$ cat config.mk
export PLATFORM = sky130hd
export DESIGN_NAME = tile_spawner_flat
export DESIGN_NICKNAME = d
export VERILOG_FILES = /design/src/rtl/tile_spawner_if.sv /design/src/rtl/tile_spawner.sv /design/src/flat_wrapper.sv
export SDC_FILE = /design/constraint.sdc
export NUM_CORES = 1
export LEC_CHECK = 0
export CAP_MARGIN = 20
export CORE_ASPECT_RATIO = 0.8
export CORE_MARGIN = 8
export CORE_UTILIZATION = 45
export DETAILED_ROUTE_END_ITERATION = 8
export GPL_TIMING_DRIVEN = 0
export PLACE_DENSITY = 0.83
export SLEW_MARGIN = 20
export SYNTH_ARGS = -nofsm -noshare
export SYNTH_HDL_FRONTEND = slang
export SYNTH_SLANG_ARGS = --single-unit
$ cat constraint.sdc
create_clock -name CLK100MHZ -period 10.4 [get_ports CLK100MHZ]
set_input_delay 2.08 -clock CLK100MHZ [delete_from_list [all_inputs] [get_ports CLK100MHZ]]
set_output_delay 2.08 -clock CLK100MHZ [all_outputs]
set_load 0.005 [all_outputs]
$ cat src/rtl/tile_spawner_if.sv
// Spawner request/result bundle: random stream, request and board in, status and placed tile out.
interface tile_spawner_if #(
  parameter int CELLS  = 16,
  parameter int CELL_W = 4
);
  logic [3:0]              rnd;
  logic                    spawn_req;
  logic [CELLS*CELL_W-1:0] board_in;
  logic                    busy;
  logic                    done;
  logic                    spawned;
  logic [3:0]              spawn_idx;
  logic [CELL_W-1:0]       spawn_val;
  logic [CELLS*CELL_W-1:0] board_out;

  modport master (
    output rnd, spawn_req, board_in,
    input  busy, done, spawned, spawn_idx, spawn_val, board_out
  );

  modport slave (
    input  rnd, spawn_req, board_in,
    output busy, done, spawned, spawn_idx, spawn_val, board_out
  );
endinterface

$ cat src/rtl/tile_spawner.sv
// Places one random tile (exponent 1 or 2) into the first empty cell at or after a random start cell.
// Snapshots the board on request; result and updated board are held between done pulses.
module tile_spawner #(
  parameter int CELLS       = 16,
  parameter int CELL_W      = 4,
  parameter int RND_WAIT    = 4,
  parameter int FOUR_THRESH = 2
) (
  input  logic        CLK100MHZ,
  input  logic        CPU_RESET,
  tile_spawner_if.slave sp
);
  localparam int WW = $clog2(RND_WAIT + 1);
  localparam logic [WW-1:0] W_LAST = WW'(RND_WAIT - 1);
  localparam logic [3:0]    THRESH = 4'(FOUR_THRESH);
  localparam logic [3:0]    IDX_LAST = 4'(CELLS - 1);

  typedef enum logic [2:0] {S_IDLE, S_CHECK, S_SCAN, S_WAIT, S_DONE} state_t;

  state_t                  state, state_nxt;
  logic [CELLS*CELL_W-1:0] board_lat;
  logic [CELLS*CELL_W-1:0] board_ins;
  logic [3:0]              idx;
  logic [WW-1:0]           wait_cnt;
  logic                    any_empty;
  logic [CELL_W-1:0]       cur_cell;
  logic [CELL_W-1:0]       new_val;

  always_comb begin
    any_empty = 1'b0;
    cur_cell  = '0;
    board_ins = board_lat;
    new_val   = (sp.rnd < THRESH) ? CELL_W'(2) : CELL_W'(1);
    for (int i = 0; i < CELLS; i++) begin
      if (board_lat[i*CELL_W +: CELL_W] == '0) any_empty = 1'b1;
      if (idx == 4'(i)) begin
        cur_cell = board_lat[i*CELL_W +: CELL_W];
        board_ins[i*CELL_W +: CELL_W] = new_val;
      end
    end
  end

  always_ff @(posedge CLK100MHZ or posedge CPU_RESET) begin
    if (CPU_RESET) state <= S_IDLE;
    else           state <= state_nxt;
  end

  always_comb begin
    state_nxt = state;
    case (state)
      S_IDLE:  if (sp.spawn_req) state_nxt = S_CHECK;
      S_CHECK: state_nxt = any_empty ? S_SCAN : S_DONE;
      S_SCAN:  if (cur_cell == '0) state_nxt = S_WAIT;
      S_WAIT:  if (wait_cnt == W_LAST) state_nxt = S_DONE;
      S_DONE:  state_nxt = S_IDLE;
      default: state_nxt = S_IDLE;
    endcase
  end

  always_comb begin
    sp.busy = (state != S_IDLE);
    sp.done = (state == S_DONE);
  end

  // Result outputs only change when entering DONE so they hold steady between pulses.
  always_ff @(posedge CLK100MHZ or posedge CPU_RESET) begin
    if (CPU_RESET) begin
      board_lat    <= '0;
      idx          <= '0;
      wait_cnt     <= '0;
      sp.spawned   <= 1'b0;
      sp.spawn_idx <= '0;
      sp.spawn_val <= '0;
      sp.board_out <= '0;
    end else begin
      case (state)
        S_IDLE: if (sp.spawn_req) board_lat <= sp.board_in;
        S_CHECK: begin
          wait_cnt <= '0;
          if (any_empty) begin
            idx <= sp.rnd;
          end else begin
            sp.spawned   <= 1'b0;
            sp.board_out <= board_lat;
          end
        end
        S_SCAN: if (cur_cell != '0) idx <= (idx == IDX_LAST) ? 4'd0 : idx + 4'd1;
        S_WAIT: begin
          wait_cnt <= wait_cnt + WW'(1);
          if (wait_cnt == W_LAST) begin
            sp.spawned   <= 1'b1;
            sp.spawn_idx <= idx;
            sp.spawn_val <= new_val;
            sp.board_out <= board_ins;
          end
        end
        default: ;
      endcase
    end
  end
endmodule

$ cat src/flat_wrapper.sv
// flat-port wrapper written by rule: the top's interface ports become plain ports
module tile_spawner_flat 
#(
  parameter int CELLS       = 16,
  parameter int CELL_W      = 4,
  parameter int RND_WAIT    = 4,
  parameter int FOUR_THRESH = 2
)
  (CLK100MHZ, CPU_RESET, sp_rnd, sp_spawn_req, sp_board_in, sp_busy, sp_done, sp_spawned, sp_spawn_idx, sp_spawn_val, sp_board_out);
  tile_spawner_if #(.CELLS(CELLS), .CELL_W(CELL_W)) sp_i ();
  input  logic CLK100MHZ;
  input  logic CPU_RESET;
  input wire logic [$bits(sp_i.rnd)-1:0] sp_rnd;
  input wire logic [$bits(sp_i.spawn_req)-1:0] sp_spawn_req;
  input wire logic [$bits(sp_i.board_in)-1:0] sp_board_in;
  output wire logic [$bits(sp_i.busy)-1:0] sp_busy;
  output wire logic [$bits(sp_i.done)-1:0] sp_done;
  output wire logic [$bits(sp_i.spawned)-1:0] sp_spawned;
  output wire logic [$bits(sp_i.spawn_idx)-1:0] sp_spawn_idx;
  output wire logic [$bits(sp_i.spawn_val)-1:0] sp_spawn_val;
  output wire logic [$bits(sp_i.board_out)-1:0] sp_board_out;
  assign sp_i.rnd = sp_rnd;
  assign sp_i.spawn_req = sp_spawn_req;
  assign sp_i.board_in = sp_board_in;
  assign sp_busy = sp_i.busy;
  assign sp_done = sp_i.done;
  assign sp_spawned = sp_i.spawned;
  assign sp_spawn_idx = sp_i.spawn_idx;
  assign sp_spawn_val = sp_i.spawn_val;
  assign sp_board_out = sp_i.board_out;
  tile_spawner #(.CELLS(CELLS), .CELL_W(CELL_W), .RND_WAIT(RND_WAIT), .FOUR_THRESH(FOUR_THRESH)) u_core (.CLK100MHZ(CLK100MHZ), .CPU_RESET(CPU_RESET), .sp(sp_i));
endmodule
==> impl_metrics.csv <==
group,metric,value,unit
synth,synth_seq_cells,145,
synth,async_flop_share,100,%
synth,yosys.area.top_type,"dfrtp_1",
setup_path,start_kind,"input pin",
setup_path,cp.arrival,4540,ps
synth,ys_types,57,
cells_and_area,final_cells,1040,
sta,fmax,236,MHz
clock_network,cts.sinks,145,
sta,hold_slack,478,ps
synth,synthTopCellsByCount,"149 x nand2_1, 145 x dfrtp_1, 63 x mux2_2",
floorplan,initial_core_util,45.7,%
floorplan,pin_count,146,
synth,synth.most_common_cell,"nand2_1",
global_route,grt_pass1_wl,33.6,mm
sta,fin_skew,10.9,ps
floorplan,die-area,19400,um^2
setup_path,end_kind,"register",
sta,max_slew_margin,48.7,%
cells_and_area,num_antenna_cells,0,
synth,yosysSeqAreaShare,53.2,%
global_route,antenna_found_initial,1,
power_and_ir_drop,cellPowerDensity,342,nW/um^2
setup_path,worstPathRequired,10700,ps
detailed_routing,ant_nets,0,
setup_path,crit_path_max_fanout,10,
outcome,status,"complete, no violations",
synth,synth_area_leaders,"dfrtp_1 53%, mux2_2 10%, nand2_1 8.2%",
place,gp_congestion,0.916,
sta,tns,0,ps
clock_network,holdBufCountCts,0,
clock_network,cts_max_path_buffers,2,
clock_network,cts-root-buf,"clkbuf_16",
floorplan,die_w,154,um
global_route,grt_overflow_total,0,
detailed_routing,wl_per_cell,20.4,um
global_route,grt_util_all_layers,22.1,%
synth,syn_area,6820,um^2
cells_and_area,area.growth.synth_to_final,34.7,%
power_and_ir_drop,finalPower,3.14,mW
synth,yosys_warnings,0,
job,maxCapViolCount,0,
sta,drv_slew,0,
synth,synth_cells,674,
sta,rsz0062_at_grt,"false",
detailed_routing,finalWirelength,21.3,mm
synth,synth_top_flop_cell,"dfrtp_1",
synth,avgSynthCellArea,10.1,um^2
cells_and_area,utilization,61.6,%
clock_network,cts-resized-gates,0,
sta,worst_pin_slew,770,ps
detailed_routing,drt_iter0_markers,358,
setup_path,path_class,"input pin to register",
detailed_routing,dr.pass1.iters,5,
synth,synth_top_area_share,53.2,%
clock_network,htreeDepth,4,
cells_and_area,fin_nets,915,
clock_network,clk_pin_slew,60,ps
sta,period_needed,4240,ps
place,io_buffers,143,
worst_hold_path,hold_path_class,"register to register",
floorplan,core.rowCount,40,
sta,hold_violations,0,
place,hpwl,15.6,mm
global_route,grt_pass1_vias,6112,
sta,min_period_over_period,40.8,%
detailed_routing,dr_total_vias,5927,
floorplan,die_h,126,um
clock_network,numCtsBuffers,17,
clock_network,clock_latency,430,ps
global_route,grt_max_degree,75,
power_and_ir_drop,ir_drop,0.000161,V
place,placed_cells,1008,
cells_and_area,layout-drive-gt1-share,16.3,%
detailed_routing,viasPerCell,5.70,
clock_network,cts_tree,"yes",
clock_network,post-cts-setup-buffers,0,
sta,setup_viol_count_final,0,
detailed_routing,drc,0,
floorplan,fp.coreArea,14900,um^2
power_and_ir_drop,leakagePower,3.91,nW
synth,synth_edf_count,0,
==> worst paths after layout <==
kind / cells past startpoint / start / slack (ps) / end
setup / recovery: 6 / sp_spawn_req / 6160 / u_core.board_lat[5]$_DFFE_PP0P_
hold / removal: 2 / u_core.sp.spawn_idx[1]$_DFFE_PP0P_ / 480 / u_core.sp.spawn_idx[1]$_DFFE_PP0P_
setup reg to reg: 10 / u_core.idx[0]$_DFFE_PP0P_ / 7230 / u_core.idx[3]$_DFFE_PP0P_
hold reg to reg: 2 / u_core.sp.spawn_idx[1]$_DFFE_PP0P_ / 480 / u_core.sp.spawn_idx[1]$_DFFE_PP0P_
max in group asynchronous: 3 / CPU_RESET / 7570 / u_core.sp.board_out[33]$_DFFE_PP0P_
min in group asynchronous: 2 / CPU_RESET / 2110 / u_core.sp.board_out[6]$_DFFE_PP0P_
==> flip-flops by register name, summed over array words and instances, names as in the netlist <==
register and flops:
u_core.board_lat 64, u_core.sp.board_out 64, u_core.idx 4, u_core.sp.spawn_idx 4, u_core.state 3, u_core.wait_cnt 3, u_core.sp.spawn_val 2, u_core.sp.spawned 1
==> layout make-up <==
type                       instances  area (um^2)
clock buffer                      20          457
sequential                       145         3630
tap                              189          236
buffer                            43          210
fill                            1248         5720
timing repair buffer             144         1460
clock inverter                    12          205
inverter                          11         48.8
multi-input combinational        476         2950
==> report_power, final <==
part / leakage (nW) / internal (mW) / switching, mW / total, mW
combinational: 1.82 / 0.666 / 0.717 / 1.38
sequential: 1.78 / 0.840 / 0.242 / 1.08
clock: 0.317 / 0.440 / 0.238 / 0.678
total: 3.91 / 1.95 / 1.20 / 3.14
==> layout by cell type (no fill, tap or decap), drive strengths merged, types with 2 or more instances in the layout <==
cell	Yosys	final
a211oi	3	3
a21oi	47	47
a221o	2	2
a221oi	2	2
a2bb2oi	2	2
a31oi	2	2
a32oi	2	2
buf	23	24
bufinv	0	5
clkbuf	20	40
clkdlybuf4s50	0	143
clkinv	0	4
clkinvlp	0	2
conb	1	2
dfrtp	145	145
ha	6	6
inv	11	12
mux2	64	64
mux2i	3	3
nand2	149	149
nand2b	3	3
nand3	4	4
nand3b	5	5
nor2	29	29
nor2b	8	8
nor3	3	3
nor3b	3	3
nor4	19	19
o211ai	5	5
o21ai	71	71
o22ai	2	2
o31ai	16	16
o41ai	2	2
or3	5	5
or3b	2	2
==> stage by stage <==
stage | setup WS (ps) | area, um^2
2_1_floorplan | 4430 | 6830
3_3_place_gp | 2480 | 8490
3_5_place_dp | 5800 | 8530
4_1_cts | 6230 | 9190
5_1_grt | 6050 | 9190
6_report | 6160 | 9190
==> kinds of logic (layout without fill, tap and decap cells) <==
logic type / count (synthesis) / count (layout) / share of synthesized area (%)
muxes: 67 / 67 / 11.0
adders and majority gates: 6 / 6 / 1.10
and+or+nand+nor: 235 / 235 / 15.4
AOI/OAI and AO/OA: 166 / 166 / 15.6
buffers and inverters: 54 / 230 / 3.69
DFF: 145 / 145 / 53.2
other: 1 / 2 / 0.0550
==> critical path, cell delays in order <==
cell and delay (ps):
clkdlybuf4s50_1 480, nand2_1 90, nor2_1 440, clkbuf_1 500, buf_1 540, mux2_2 410
==> layer usage <==
metal,global-route usage (%),part of all wire [%],up-vias
met2,33.1,44,279
li1,-,-,2698
met5,0,0.061,-
met1,29.2,44,2919
met3,8.51,9.7,29
met4,6.56,1.7,2
No activity file was read; power rests on OpenSTA's default activity.
